==> src/rtl/bt_calc_sequencer.sv <==
// Balanced-ternary accumulator sequencer: LOAD/ADD/MUL/NEG on a 4-trit
// accumulator, serialised through one single-trit full adder.

module bt_calc_sequencer_chk #(
    parameter int NTRIT = 4
) (
    input logic                 clk,
    input logic                 rst,
    input logic                 in_ready,
    input logic                 out_valid,
    input logic                 out_ready,
    input logic [2*NTRIT-1:0]   out_data,
    input logic                 out_ovf,
    input logic                 out_err
);
    logic w_null;

    // Flag any trit of the visible accumulator that carries the unused 00 code
    always_comb begin
        w_null = 1'b0;
        for (int i = 0; i < NTRIT; i++) begin
            if (out_data[2*i +: 2] == 2'b00) begin
                w_null = 1'b1;
            end else begin
                w_null = w_null;
            end
        end
    end

    a_no_null_trit: assert property (@(posedge clk) disable iff (rst) !w_null);
    a_ready_xor_valid: assert property (@(posedge clk) disable iff (rst) !(in_ready && out_valid));
    a_resp_hold: assert property (@(posedge clk) disable iff (rst)
        (out_valid && !out_ready) |=> (out_valid && $stable(out_data) && $stable(out_ovf) && $stable(out_err)));
endmodule

module bt_calc_sequencer #(
    parameter int NTRIT = 4
) (
    input  logic                 clk,
    input  logic                 rst,
    input  logic                 in_valid,
    output logic                 in_ready,
    input  logic [1:0]           in_cmd,
    input  logic [2*NTRIT-1:0]   in_data,
    output logic                 out_valid,
    input  logic                 out_ready,
    output logic [2*NTRIT-1:0]   out_data,
    output logic                 out_ovf,
    output logic                 out_err
);
    localparam int W  = 2 * NTRIT;
    localparam int IW = (NTRIT > 1) ? $clog2(NTRIT) : 1;

    localparam logic [1:0]    CMD_LOAD = 2'b00;
    localparam logic [1:0]    CMD_ADD  = 2'b01;
    localparam logic [1:0]    CMD_MUL  = 2'b10;
    localparam logic [1:0]    CMD_NEG  = 2'b11;
    localparam logic [1:0]    T_ZERO   = 2'b11;
    localparam logic [W-1:0]  W_ZERO   = {NTRIT{2'b11}};
    localparam logic [IW-1:0] IDX_ZERO = IW'(0);
    localparam logic [IW-1:0] IDX_ONE  = IW'(1);
    localparam logic [IW-1:0] IDX_LAST = IW'(NTRIT - 1);

    typedef enum logic [1:0] {
        S_IDLE = 2'd0,
        S_ADD  = 2'd1,
        S_MUL  = 2'd2,
        S_RESP = 2'd3
    } state_t;

    function automatic logic [2:0] trit_dec(input logic [1:0] t);
        case (t)
            2'b10:   trit_dec = 3'b001;
            2'b01:   trit_dec = 3'b111;
            default: trit_dec = 3'b000;
        endcase
    endfunction

    // Returns {carry_trit, sum_trit}; the raw sum spans -3..+3
    function automatic logic [3:0] trit_fa(input logic [1:0] a, input logic [1:0] b, input logic [1:0] c);
        logic [2:0] s;
        s = trit_dec(a) + trit_dec(b) + trit_dec(c);
        case (s)
            3'b011:  trit_fa = {2'b10, 2'b11};
            3'b010:  trit_fa = {2'b10, 2'b01};
            3'b001:  trit_fa = {2'b11, 2'b10};
            3'b000:  trit_fa = {2'b11, 2'b11};
            3'b111:  trit_fa = {2'b11, 2'b01};
            3'b110:  trit_fa = {2'b01, 2'b10};
            3'b101:  trit_fa = {2'b01, 2'b11};
            default: trit_fa = {2'b11, 2'b11};
        endcase
    endfunction

    // Negating a trit is a swap of its two code bits (10 <-> 01, 11 stays)
    function automatic logic [W-1:0] word_neg(input logic [W-1:0] x);
        for (int i = 0; i < NTRIT; i++) begin
            word_neg[2*i +: 2] = {x[2*i], x[2*i+1]};
        end
    endfunction

    function automatic logic word_bad(input logic [W-1:0] x);
        word_bad = 1'b0;
        for (int i = 0; i < NTRIT; i++) begin
            if (x[2*i +: 2] == 2'b00) begin
                word_bad = 1'b1;
            end
        end
    endfunction

    function automatic logic [1:0] trit_at(input logic [W-1:0] x, input logic [IW-1:0] idx);
        trit_at = x[{idx, 1'b0} +: 2];
    endfunction

    function automatic logic [W-1:0] word_set(input logic [W-1:0] x, input logic [IW-1:0] idx,
                                              input logic [1:0] t);
        word_set = x;
        word_set[{idx, 1'b0} +: 2] = t;
    endfunction

    function automatic logic [W-1:0] word_shl(input logic [W-1:0] x);
        word_shl = {x[W-3:0], T_ZERO};
    endfunction

    function automatic logic [W-1:0] word_sel(input logic [1:0] d, input logic [W-1:0] a);
        case (d)
            2'b10:   word_sel = a;
            2'b01:   word_sel = word_neg(a);
            default: word_sel = W_ZERO;
        endcase
    endfunction

    state_t        r_state;
    logic [W-1:0]  r_acc;
    logic [W-1:0]  r_opnd;
    logic [W-1:0]  r_opa;
    logic [W-1:0]  r_opb;
    logic [W-1:0]  r_sum;
    logic [1:0]    r_carry;
    logic [IW-1:0] r_tidx;
    logic [IW-1:0] r_step;
    logic          r_in_ready;
    logic          r_out_valid;
    logic          r_ovf;
    logic          r_err;

    logic [3:0]    w_fa;
    logic [W-1:0]  w_sum;
    logic [IW-1:0] w_step_dn;

    assign w_fa      = trit_fa(trit_at(r_opa, r_tidx), trit_at(r_opb, r_tidx), r_carry);
    assign w_sum     = word_set(r_sum, r_tidx, w_fa[1:0]);
    assign w_step_dn = r_step - IDX_ONE;

    assign in_ready  = r_in_ready;
    assign out_valid = r_out_valid;
    assign out_data  = r_acc;
    assign out_ovf   = r_ovf;
    assign out_err   = r_err;

    // Command FSM: accept in IDLE, ripple one trit per cycle in ADD/MUL, hold in RESP
    always_ff @(posedge clk or posedge rst) begin
        if (rst) begin
            r_state     <= S_IDLE;
            r_acc       <= W_ZERO;
            r_opnd      <= W_ZERO;
            r_opa       <= W_ZERO;
            r_opb       <= W_ZERO;
            r_sum       <= W_ZERO;
            r_carry     <= T_ZERO;
            r_tidx      <= IDX_ZERO;
            r_step      <= IDX_ZERO;
            r_in_ready  <= 1'b1;
            r_out_valid <= 1'b0;
            r_ovf       <= 1'b0;
            r_err       <= 1'b0;
        end else begin
            case (r_state)
                S_IDLE: begin
                    if (in_valid) begin
                        r_opnd     <= in_data;
                        r_in_ready <= 1'b0;
                        r_ovf      <= 1'b0;
                        r_err      <= 1'b0;
                        r_tidx     <= IDX_ZERO;
                        r_carry    <= T_ZERO;
                        r_sum      <= W_ZERO;
                        if ((in_cmd != CMD_NEG) && word_bad(in_data)) begin
                            r_err       <= 1'b1;
                            r_out_valid <= 1'b1;
                            r_state     <= S_RESP;
                        end else begin
                            case (in_cmd)
                                CMD_LOAD: begin
                                    r_acc       <= in_data;
                                    r_out_valid <= 1'b1;
                                    r_state     <= S_RESP;
                                end
                                CMD_NEG: begin
                                    r_acc       <= word_neg(r_acc);
                                    r_out_valid <= 1'b1;
                                    r_state     <= S_RESP;
                                end
                                CMD_ADD: begin
                                    r_opa   <= r_acc;
                                    r_opb   <= in_data;
                                    r_state <= S_ADD;
                                end
                                CMD_MUL: begin
                                    // Horner starts from p = 0, so the first shifted partial is zero
                                    r_opa   <= W_ZERO;
                                    r_opb   <= word_sel(in_data[W-1 -: 2], r_acc);
                                    r_step  <= IDX_LAST;
                                    r_state <= S_MUL;
                                end
                                default: begin
                                    r_out_valid <= 1'b1;
                                    r_state     <= S_RESP;
                                end
                            endcase
                        end
                    end else begin
                        r_in_ready <= 1'b1;
                    end
                end
                S_ADD: begin
                    r_sum   <= w_sum;
                    r_carry <= w_fa[3:2];
                    if (r_tidx == IDX_LAST) begin
                        r_tidx      <= IDX_ZERO;
                        r_acc       <= w_sum;
                        r_ovf       <= (w_fa[3:2] != T_ZERO);
                        r_out_valid <= 1'b1;
                        r_state     <= S_RESP;
                    end else begin
                        r_tidx <= r_tidx + IDX_ONE;
                    end
                end
                S_MUL: begin
                    r_sum   <= w_sum;
                    r_carry <= w_fa[3:2];
                    if (r_tidx == IDX_LAST) begin
                        r_tidx <= IDX_ZERO;
                        if (r_step == IDX_ZERO) begin
                            r_acc       <= w_sum;
                            r_out_valid <= 1'b1;
                            r_state     <= S_RESP;
                        end else begin
                            // Carry out of the top trit is dropped: arithmetic is modulo 81
                            r_opa   <= word_shl(w_sum);
                            r_opb   <= word_sel(trit_at(r_opnd, w_step_dn), r_acc);
                            r_step  <= w_step_dn;
                            r_carry <= T_ZERO;
                            r_sum   <= W_ZERO;
                        end
                    end else begin
                        r_tidx <= r_tidx + IDX_ONE;
                    end
                end
                S_RESP: begin
                    if (out_ready) begin
                        r_out_valid <= 1'b0;
                        r_in_ready  <= 1'b1;
                        r_state     <= S_IDLE;
                    end else begin
                        r_out_valid <= 1'b1;
                    end
                end
                default: begin
                    r_out_valid <= 1'b0;
                    r_in_ready  <= 1'b1;
                    r_state     <= S_IDLE;
                end
            endcase
        end
    end

    bt_calc_sequencer_chk #(.NTRIT(NTRIT)) u_chk (
        .clk       (clk),
        .rst       (rst),
        .in_ready  (in_ready),
        .out_valid (out_valid),
        .out_ready (out_ready),
        .out_data  (out_data),
        .out_ovf   (out_ovf),
        .out_err   (out_err)
    );
endmodule

==> config.mk <==
export PLATFORM = sky130hd
export DESIGN_NAME = bt_calc_sequencer
export DESIGN_NICKNAME = d
export VERILOG_FILES = /design/src/rtl/bt_calc_sequencer.sv
export SDC_FILE = /design/constraint.sdc
export NUM_CORES = 1
export LEC_CHECK = 0
export CORE_UTILIZATION = 60
export DETAILED_ROUTE_END_ITERATION = 16
export GPL_TIMING_DRIVEN = 1
export PLACE_DENSITY_LB_ADDON = 0.1
export SLEW_MARGIN = 20
export SYNTH_ARGS = -nofsm -noshare
export SYNTH_HDL_FRONTEND = slang
export SYNTH_SLANG_ARGS = --single-unit
==> constraint.sdc <==
create_clock -name clk -period 8.5 [get_ports clk]
set_clock_uncertainty 0.05 [all_clocks]
set_input_delay 1.7 -clock clk [delete_from_list [all_inputs] [get_ports clk]]
set_output_delay 1.7 -clock clk [all_outputs]
set_load 0.03 [all_outputs]
## Word-level counts from Yosys, hierarchy flattened

Cells that the tools add are included.

- $mul: 0
- $lt $le $gt $ge: 0
- Divide/modulo/power cells: 0
- Reduce and logical (&&, ||, !) cells: 25
- Eq/ne operators: 36
- Bitwise gates (word level): 0
- Add/subtract/negate cells: 5
- Multiplexer cells: 72
- Shift operators: 5

Operator list:

| cell | number |
|---|---|
| $mux W8 | 16 |
| $pmux W8 S2 | 7 |
| $pmux W8 S3 | 2 |
| $mux W2 | 16 |
| $pmux W4 S6 | 1 |
| $shiftx A8 B4 Y2 | 3 |
| $eq A2 B2 Y1 const B | 10 |
| $mux W1 | 18 |
| $ne A2 B2 Y1 const B | 9 |
| $pmux W3 S2 | 3 |
| $eq A2 B1 Y1 const B | 7 |
| $logic_not A2 Y1 | 7 |
| $pmux W2 S3 | 2 |
| $reduce_and A6 Y1 | 2 |
| $reduce_and A5 Y1 | 2 |
| $eq A3 B3 Y1 const B | 3 |
| $bwmux W8 | 1 |
| $pmux W2 S2 | 2 |
| $pmux W2 S4 | 1 |
| $reduce_and A2 Y1 | 4 |
| $reduce_bool A2 Y1 | 4 |
| $shift A2 B5 Y8 const A | 1 |
| $shiftx A2 B5 Y8 | 1 |
| $reduce_and A7 Y1 | 1 |
| other kinds (15) | 20 |

- Bits in writable memories: 0
- Memories: 0
- Bits in latches: 0
- Input port bits: 14
- ROM bits: 0
- Bits in registers: 52
- Logic and storage cells: 156
- Output and inout port bits: 12

## Longest topological paths before layout

Gate-level depths: netlist of run 1.

- Depth after elaboration: 12
- Gate-level depth with buffers: 13
- Gate-level depth less buffers: 11

## Worst setup path after synthesis of run 1

Ideal clock, no wire load.

- Path kind: in2reg
- Start point: input in_data[6]
- End point: register r_acc[3] (netlist: out_data[3])
- Arrival: 3.263 ns
- Data required time: 8.349 ns
- Stages on the path: 7
- Path buffers: 0
- Library setup time: 0.101 ns
- Slack: 5.086 ns
- Path through: inv_1 > ha_1 > o21bai_1 > o311a_1 > a2111o_1 > a2111oi_0 > a311oi_1

- Longest elaborated chain between the ends: 7

RTL lines:

| item | RTL line | RTL |
|---|---|---|
| from (decl) | 44 | `input logic [2*NTRIT-1:0] in_data,` |
| $logic_not A2 Y1 | 105 | `if (x[2*i +: 2] == 2'b00) begin` |
| $mux W1 | 105 |  |
| $mux W1 | 180 | `if (in_valid) begin` |
| $mux W1 | 178 | `case (r_state)` |
| $logic_and A1 B1 Y1 | 188 | `if ((in_cmd != CMD_NEG) && word_bad(in_data)) begin` |
| $ne A2 B2 Y1 (no line) | n/a |  |
| $reduce_and A7 Y1 (no line) | n/a |  |
| to (signal assigned) | 195 | `r_acc <= in_data;` |
| to (signal assigned) | 200 | `r_acc <= word_neg(r_acc);` |
| to (signal assigned) | 231 | `r_acc <= w_sum;` |
| to (decl) | 134 | `logic [W-1:0] r_acc;` |

Every way passes these cells. The select of a mux whose other input is x is not followed.
A chain may end at the register's enable or synchronous reset.

## Worst setup path in the final report of run 1

- Start point: input in_cmd[0]
- End point: register r_acc[3] (netlist: out_data[3])

- Longest elaborated chain between the ends: 5
- Elaborated cells between the ends (all ways): 11
- Those cells by class: eq/ne (4); mux (4); reduce/logical (3)

RTL lines:

| item | RTL line | RTL |
|---|---|---|
| from (decl) | 43 | `input logic [1:0] in_cmd,` |
| $eq A2 B2 Y1 / $logic_not A2 Y1 (equally long branches) | 193 | `case (in_cmd)` |
| $pmux W8 S2 | 193 |  |
| $mux W8 | 188 |  |
| $mux W8 | 180 |  |
| $pmux W8 S3 | 178 |  |

Parallel ways exist; a longest one is shown, timed or not. The select of a mux whose other input is x is not followed.

==> metrics.cfg, run 1 <==
[synth]
synthCells=365
yosys.area_share.adder=0.1075
synth-simple-area-share=0.1474
synth_area_leaders=dfstp_2, ha_1, dfrtp_1, a221oi_1, nor2_1
synth_nets=408
netlist_area_sq_um=3513
ys.flop_type=dfstp_2
syn_avg_cell_area_sq_um=9.626
synth_top_family_by_area=compound AO/OA/AOI/OAI gates
seq_area_frac_synth=0.3857
ys_ff_latch=52
synth-edff-count=0
ys_types=46
yosysWarnings=0
synthXorXnorAreaFrac=0.01140
synth.largest_area_cell=dfstp_2
postSynth.asyncResetShare=1.000
yosysTopAreaCellShare=0.3216
synth_mux_area_frac=0.07764
synth_compound_area_frac=0.2187

[global_route]
grt_usage=0.2943
grt-busiest-layer=met2
grt_antenna_before_repair=0
grt_pass1_vias=2776
grt_util_met3=0.04767
grt_pass1_wl_mm=13.99
grt_remaining_overflow=0
met1_usage=0.4259
met2_usage=0.4409
grt_max_degree=53

[sta]
post-route-period-util=0.4765
slew_viol_final=0
hold_slack_ns=0.4231
relSlewSlack=0.4513
fin_tns_setup_ns=0
final_hold_viol_count=0
tightest_slew_ns=0.8201
setup_viol=0
min_period_ns=4.050
rsz0062_at_grt=false
fmax_mhz=246.9

[critical_path]
rr_worst_depth=9
cp_num_buf_inv=2
reg2reg_from=r_tidx[0]
crit_type=in2reg
r2r_slack_ns=4.64
cp_num_cells=7
crit_end=out_data[3]
r2r_end=r_opa[6]
path_cells=clkdlybuf4s50_1 -> ha_1 -> inv_1 -> o311a_1 -> a2111o_1 -> a2111oi_0 -> a311oi_1
worstPathArrival_ns=4.21
worst_path_max_delay_cell=a2111o_1
cp-start-kind=input pin
cp_top_family=compound AO/OA/AOI/OAI gates
end_kind=register
cp_slowest_stage_delay_ns=0.60
cp.required_ns=8.66
cp_max_fo=17
startpoint=in_cmd[0]

[detailed_routing]
drc=0
dr.pass1.iters=5
viasPerCell=6.372
finalWirelength_mm=8.323
wl_per_cell_microns=18.41
drt_iter0_markers=293
ant_nets=0
num_vias=2880

[layout]
antennaDiodeCount=0
fillers=445
syn_to_final_growth_pct=10.26
nNetsFinal=422
drive_gt1_frac=0.1974

[clock_tree]
cts_buffer_depth=2
cts_root_buffer=clkbuf_8
cts_sinks=52
cts_buffers=5
clk_latency_ns=0.31
postCtsHoldBufs=0
htreeDepth=2
cts_tree=yes
clk_pin_slew_ns=0.10
cts_resized=0
cts_setup_buffers=0

[die]
core.rowCount=27
die_w_microns=78.52
start_util=0.6303
dieArea_sq_um=6165
io_pins=26
die_y_microns=78.52
core_sq_um=5574

[placed_design]
gp_congestion=0.9337
port_buffers=25
dpl.hpwl_mm=6.007

[flow_run]
max_cap_violations=0

[status]
status=finished clean

[min_path]
hp-class=reg2reg
hold_start=r_opa[1]

-- cells in the mapped netlist (all sizes together), types with 2 or more instances --
cell and n:
dfrtp 9, a21oi 13, inv 27, nand3b 2
a221oi 22, dfstp 43, fa 2, clkbuf 11
nand3 6, mux2 11, nand2 32, ha 27
o22a 4, buf 9, a21o 8, o41ai 8
nor2b 11, o22ai 6, or2 3, nor2 37
nor3 4, mux4 6, o21ai 15, nor3b 3
o31ai 2, nand2b 9, and3 2, a311oi 8
a211oi 5, a31oi 5
-- worst min path at each step --
stage / depth (start not counted) / endpoint
after floorplan: 2 / r_opa[0]
after global placement: 2 / r_opa[1]
after detailed placement: 2 / r_opa[1]
after CTS: 2 / r_opa[1]
after global routing: 2 / r_opa[0]
final: 2 / r_opa[1]
-- metal layers --
metal  vias up  routed length (microns)
li1       1365                        -
met1      1377                     3779
met2       121                     3806
met3        17                      531
met4         0                      206
met5         -                        0
-- worst register-to-register path, delay by kind of cell, from the launching register on --
family / cells / cell delay (ns)
fa+ha+maj: 3 / 1.00
simple gates: 1 / 0.18
xor+xnor: 1 / 0.33
mux: 2 / 1.03
compound gates: 2 / 0.47
flops: 1 / 0.74
-- sequential cells by signal, summed over array words and instances, names as in the netlist --
| register | count |
|---|---|
| r_state | 2 |
| r_opa | 8 |
| r_step | 2 |
| out_ovf | 1 |
| out_data | 8 |
| in_ready | 1 |
| out_valid | 1 |
| out_err | 1 |
| r_opnd | 8 |
| r_carry | 2 |
| r_tidx | 2 |
| r_opb | 8 |
| r_sum | 8 |
-- layout make-up --
type | instances | area, sq um | area share
inverters | 27 | 101.3 | 0.02616
clock inverters | 1 | 5.005 | 0.001292
clock buffers | 7 | 76.32 | 0.01970
flip-flops and latches | 52 | 1355 | 0.3498
well taps | 72 | 90.09 | 0.02326
repair buffers | 27 | 265.3 | 0.06848
multi-input cells | 266 | 1981 | 0.5113
-- stage by stage --
step	util	setup slack [ns]	area (sq um)	cells
floorplan	-	5.086	3513	365
global placement	0.6804	4.288	3792	444
detailed placement	0.6804	4.169	3792	444
CTS	0.6949	4.510	3874	452
global route	0.6949	4.310	3874	452
finish	0.6949	4.450	3874	452
-- cells by family after synthesis --
family | after synthesis
simple gates | 111
xor+xnor | 3
flops | 52
fa+ha+maj | 29
mux | 18
compound gates | 105
buf+inv | 47
-- layout by cell type, fill, tap and decap left out, drive strengths merged, types with 2 or more instances in the layout --
master	netlist	final
a31oi	5	5
a21oi	13	13
a21o	8	8
nor3	4	4
mux2	11	11
nand2b	9	9
ha	27	27
dfrtp	9	9
mux4	6	6
fa	2	2
a311oi	8	8
clkdlybuf4s50	0	25
o22ai	6	6
clkbuf	11	7
a211oi	5	5
nand3	6	6
nand2	32	32
o41ai	8	8
nor2b	11	11
and3	2	2
o31ai	2	2
or2	3	3
nand3b	2	2
buf	9	2
o22a	4	4
o21ai	15	15
inv	27	27
a221oi	22	22
dfstp	43	43
nor2	37	37
nor3b	3	3
Power of run 1 is left out: the tool's default activity adds up to more than one toggle a clock period on the data nets, which glitch-free logic cannot reach.
==> run 2: changes to the inputs <==
- CORE_UTILIZATION: 60 -> 59
- clock period: 8.5 -> 4.15 ns (I/O delays scaled with it)
==> metrics.cfg, run 2 (synthesis gave the netlist of run 1 again) <==
[status]
status=finished clean

[critical_path]
worstPathArrival_ns=4.01
cp-start-kind=register
worst_path_max_delay_cell=dfrtp_1
cp_top_family=adder cells
cp.required_ns=4.36
cpMostUsedCell=ha_1
cp_slowest_stage_delay_ns=0.65
crit_type=reg2reg
cp_num_buf_inv=0
cp_max_fo=12
end_kind=register
path_cells=mux4_2 -> ha_1 -> fa_1 -> ha_1 -> xnor3_1 -> mux2i_2 -> nand3_1 -> a311oi_1 -> a21o_1

[detailed_routing]
finalWirelength_mm=8.797
ant_nets=0
num_vias=2930
dr.pass1.iters=6
drt_iter0_markers=307
drc=0
wl_per_cell_microns=19.33
viasPerCell=6.440

[sta]
fmax_mhz=262.9
rsz0062_at_grt=false
final_hold_viol_count=0
fin_tns_setup_ns=0
setup_viol=0
relSlewSlack=0.4271
tightest_slew_ns=0.8594
slew_viol_final=0
post-route-period-util=0.9167
min_period_ns=3.804

[layout]
nNetsFinal=425
layout_common_cells=dfstp_2, nor2_1, nand2_1, ha_1, inv_1
drive_gt1_frac=0.2063
fillers=445
mostFrequentLayoutCell=dfstp_2
antennaDiodeCount=0
syn_to_final_growth_pct=11.25
layout.cells.non_filler=455

[die]
io_pins=26
die_w_microns=79.17
core_sq_um=5608
die_y_microns=79.17
start_util=0.6265
core.rowCount=27
dieArea_sq_um=6267

[clock_tree]
cts_buffer_depth=2
clk_latency_ns=0.31
cts_sinks=52
cts_resized=0
cts_setup_buffers=0
postCtsHoldBufs=0
cts_tree=yes
cts_buffers=5
cts_root_buffer=clkbuf_8
htreeDepth=2
clk_pin_slew_ns=0.09

[global_route]
grt_max_degree=43
grt_pass1_vias=2843
grt_usage=0.3047
grt_antenna_before_repair=0
grt_remaining_overflow=0
grt_pass1_wl_mm=14.46

[placed_design]
gp_congestion=0.9115
dpl.hpwl_mm=6.338
port_buffers=25
dpl.cell_count=447

[flow_run]
max_cap_violations=0

[min_path]
hp-class=reg2reg

run 2: worst reg2reg max path, delay by kind of cell (launching register included):
kind                       cells  cell delay (ns)
adders and majority gates      3             1.03
muxes                          2             1.00
xor gates and xnor gates       1             0.34
DFF                            1             0.65
and+or+nand+nor                1             0.21
AOI/OAI and AO/OA              2             0.46
run 2: final cells by class:
cell class,count,area (sq um),share of cell area
sequential,52,1355,0.3467
timing repair buffer,30,287.8,0.07362
clock buffer,7,86.33,0.02209
clock inverter,1,7.507,0.001921
multi-input combinational,266,1981,0.5067
tap,72,90.09,0.02305
inverter,27,101.3,0.02593
run 2: per-stage QoR:
step                      hold slack, ns  instance area (sq um)    util  setup WS, ns
final                             0.4212                   3909  0.6970        0.3459
after global routing              0.4578                   3909  0.6970        0.1907
after CTS                         0.4237                   3909  0.6970        0.3502
after detailed placement          0.4134                   3815  0.6803        0.3800
after global placement            0.4069                   3815  0.6803        0.5457
after floorplan                   0.3893                   3513       -        0.7827
run 2: worst paths after layout:
kind	startpoint	endpoint	slack, ns	cells past startpoint
max in group asynchronous	rst	out_data[4]	2.34	3
worst max register to register	r_tidx[0]	r_opa[4]	0.35	9
min in group asynchronous	rst	r_tidx[0]	0.96	2
worst min-delay path	r_opa[1]	r_opa[1]	0.42	2
worst min register to register	r_opa[1]	r_opa[1]	0.42	2
worst max-delay path	r_tidx[0]	r_opa[4]	0.35	9
run 2: metal layers:
layer | vias up | GRT usage | share of wire | wire length (microns)
met2 | 124 | 0.4776 | 0.46 | 4041
met5 | - | 0 | 0 | 0
li1 | 1364 | - | - | -
met3 | 16 | 0.05517 | 0.066 | 578
met1 | 1426 | 0.4192 | 0.45 | 3963
met4 | 0 | 0.1164 | 0.024 | 213
Power of run 2 is left out for the same reason.
==> run 3: changes to the inputs <==
- CORE_UTILIZATION: 59 -> 30
- SLEW_MARGIN: 20 -> default
- TNS_END_PERCENT: default -> 30
==> metrics.cfg, run 3 (synthesis gave the netlist of run 1 again) <==
[flow_run]
max_cap_violations=0

[die]
dieArea_sq_um=12150
core_sq_um=11420
core.rowCount=39
io_pins=26
start_util=0.3077
die_y_microns=110.2
die_w_microns=110.2

[clock_tree]
cts_tree=yes
clk_pin_slew_ns=0.08
clk_latency_ns=0.29
cts_root_buffer=clkbuf_16
cts_buffers=5
cts_resized=0
cts_buffer_depth=2
cts_setup_buffers=0
postCtsHoldBufs=0
cts_sinks=52
htreeDepth=2

[critical_path]
cpMostUsedCell=ha_1
cp.required_ns=4.34
crit_type=reg2reg
path_cells=mux4_2 -> ha_1 -> fa_1 -> ha_1 -> xnor3_1 -> mux2i_2 -> nand3_1 -> a311oi_1 -> a21o_1
cp_max_fo=12
worstPathArrival_ns=3.91
cp_num_buf_inv=0
cp_slowest_stage_delay_ns=0.66
cp_top_family=multiplexers
worst_path_max_delay_cell=dfrtp_1
cp-start-kind=register
end_kind=register

[placed_design]
gp_congestion=0.8188
port_buffers=25
dpl.hpwl_mm=7.087

[layout]
antennaDiodeCount=0
drive_gt1_frac=0.2063
mostFrequentLayoutCell=dfstp_2
fillers=1189
syn_to_final_growth_pct=15.74
layout_common_cells=dfstp_2, nor2_1, nand2_1, ha_1, inv_1
nNetsFinal=425

[global_route]
grt_pass1_wl_mm=15.30
grt_usage=0.1703
grt_remaining_overflow=0
grt_pass1_vias=2689
grt_max_degree=34
grt_antenna_before_repair=0

[detailed_routing]
ant_nets=0
viasPerCell=5.348
wl_per_cell_microns=18.10
finalWirelength_mm=9.520
drc=0
drt_iter0_markers=192
num_vias=2813
dr.pass1.iters=4

[sta]
fmax_mhz=269.3
fin_tns_setup_ns=0
slew_viol_final=0
setup_viol=0
relSlewSlack=0.4577
rsz0062_at_grt=false
post-route-period-util=0.8949
tightest_slew_ns=0.8135
hold_slack_ns=0.4164
final_hold_viol_count=0
min_period_ns=3.714

[status]
status=finished clean

[min_path]
hp-class=reg2reg

-- run 3: per-stage QoR --
step / instance area, sq um / instances / setup WS (ns) / util
final: 4066 / 526 / 0.4362 / 0.3561
after global routing: 4066 / 526 / 0.1615 / 0.3561
after CTS: 4066 / 526 / 0.4537 / 0.3561
after detailed placement: 3916 / 518 / 0.4664 / 0.3430
after global placement: 3916 / 518 / 0.5147 / 0.3430
after floorplan: 3513 / 365 / 0.7827 / -
-- run 3: cell type report --
class / count / area, sq um / area share
Tap cell: 143 / 178.9 / 0.04400
Clock inverter: 1 / 7.507 / 0.001846
Inverter: 27 / 101.3 / 0.02492
Sequential cell: 52 / 1355 / 0.3332
Multi-Input combinational cell: 266 / 1981 / 0.4871
Timing Repair Buffer: 30 / 300.3 / 0.07385
Clock buffer: 7 / 142.6 / 0.03508
-- run 3: final timing paths --
path                            startpoint   endpoint  slack, ns  cells past startpoint
worst max-delay path             r_tidx[0]   r_opa[4]       0.44                      9
worst min-delay path              r_opa[1]   r_opa[1]       0.42                      2
worst max register to register   r_tidx[0]   r_opa[4]       0.44                      9
worst min register to register    r_opa[1]   r_opa[1]       0.42                      2
max in group asynchronous              rst   in_ready       2.57                      3
min in group asynchronous              rst  r_step[0]       0.86                      2
-- run 3: metal layers --
layer,vias to the layer above,wire (microns),global-route usage
met1,1348,4539,0.2404
met2,74,4397,0.2732
met4,0,174,0.04041
met3,12,408,0.02646
met5,-,0,0
li1,1379,-,-
-- run 3: worst min-delay path, delay by kind of cell, from the launching register on --
family	cells	cell delay, ns
buf+inv	1	0.04
flops	1	0.37
compound gates	1	0.05
Power of run 3 is left out for the same reason.
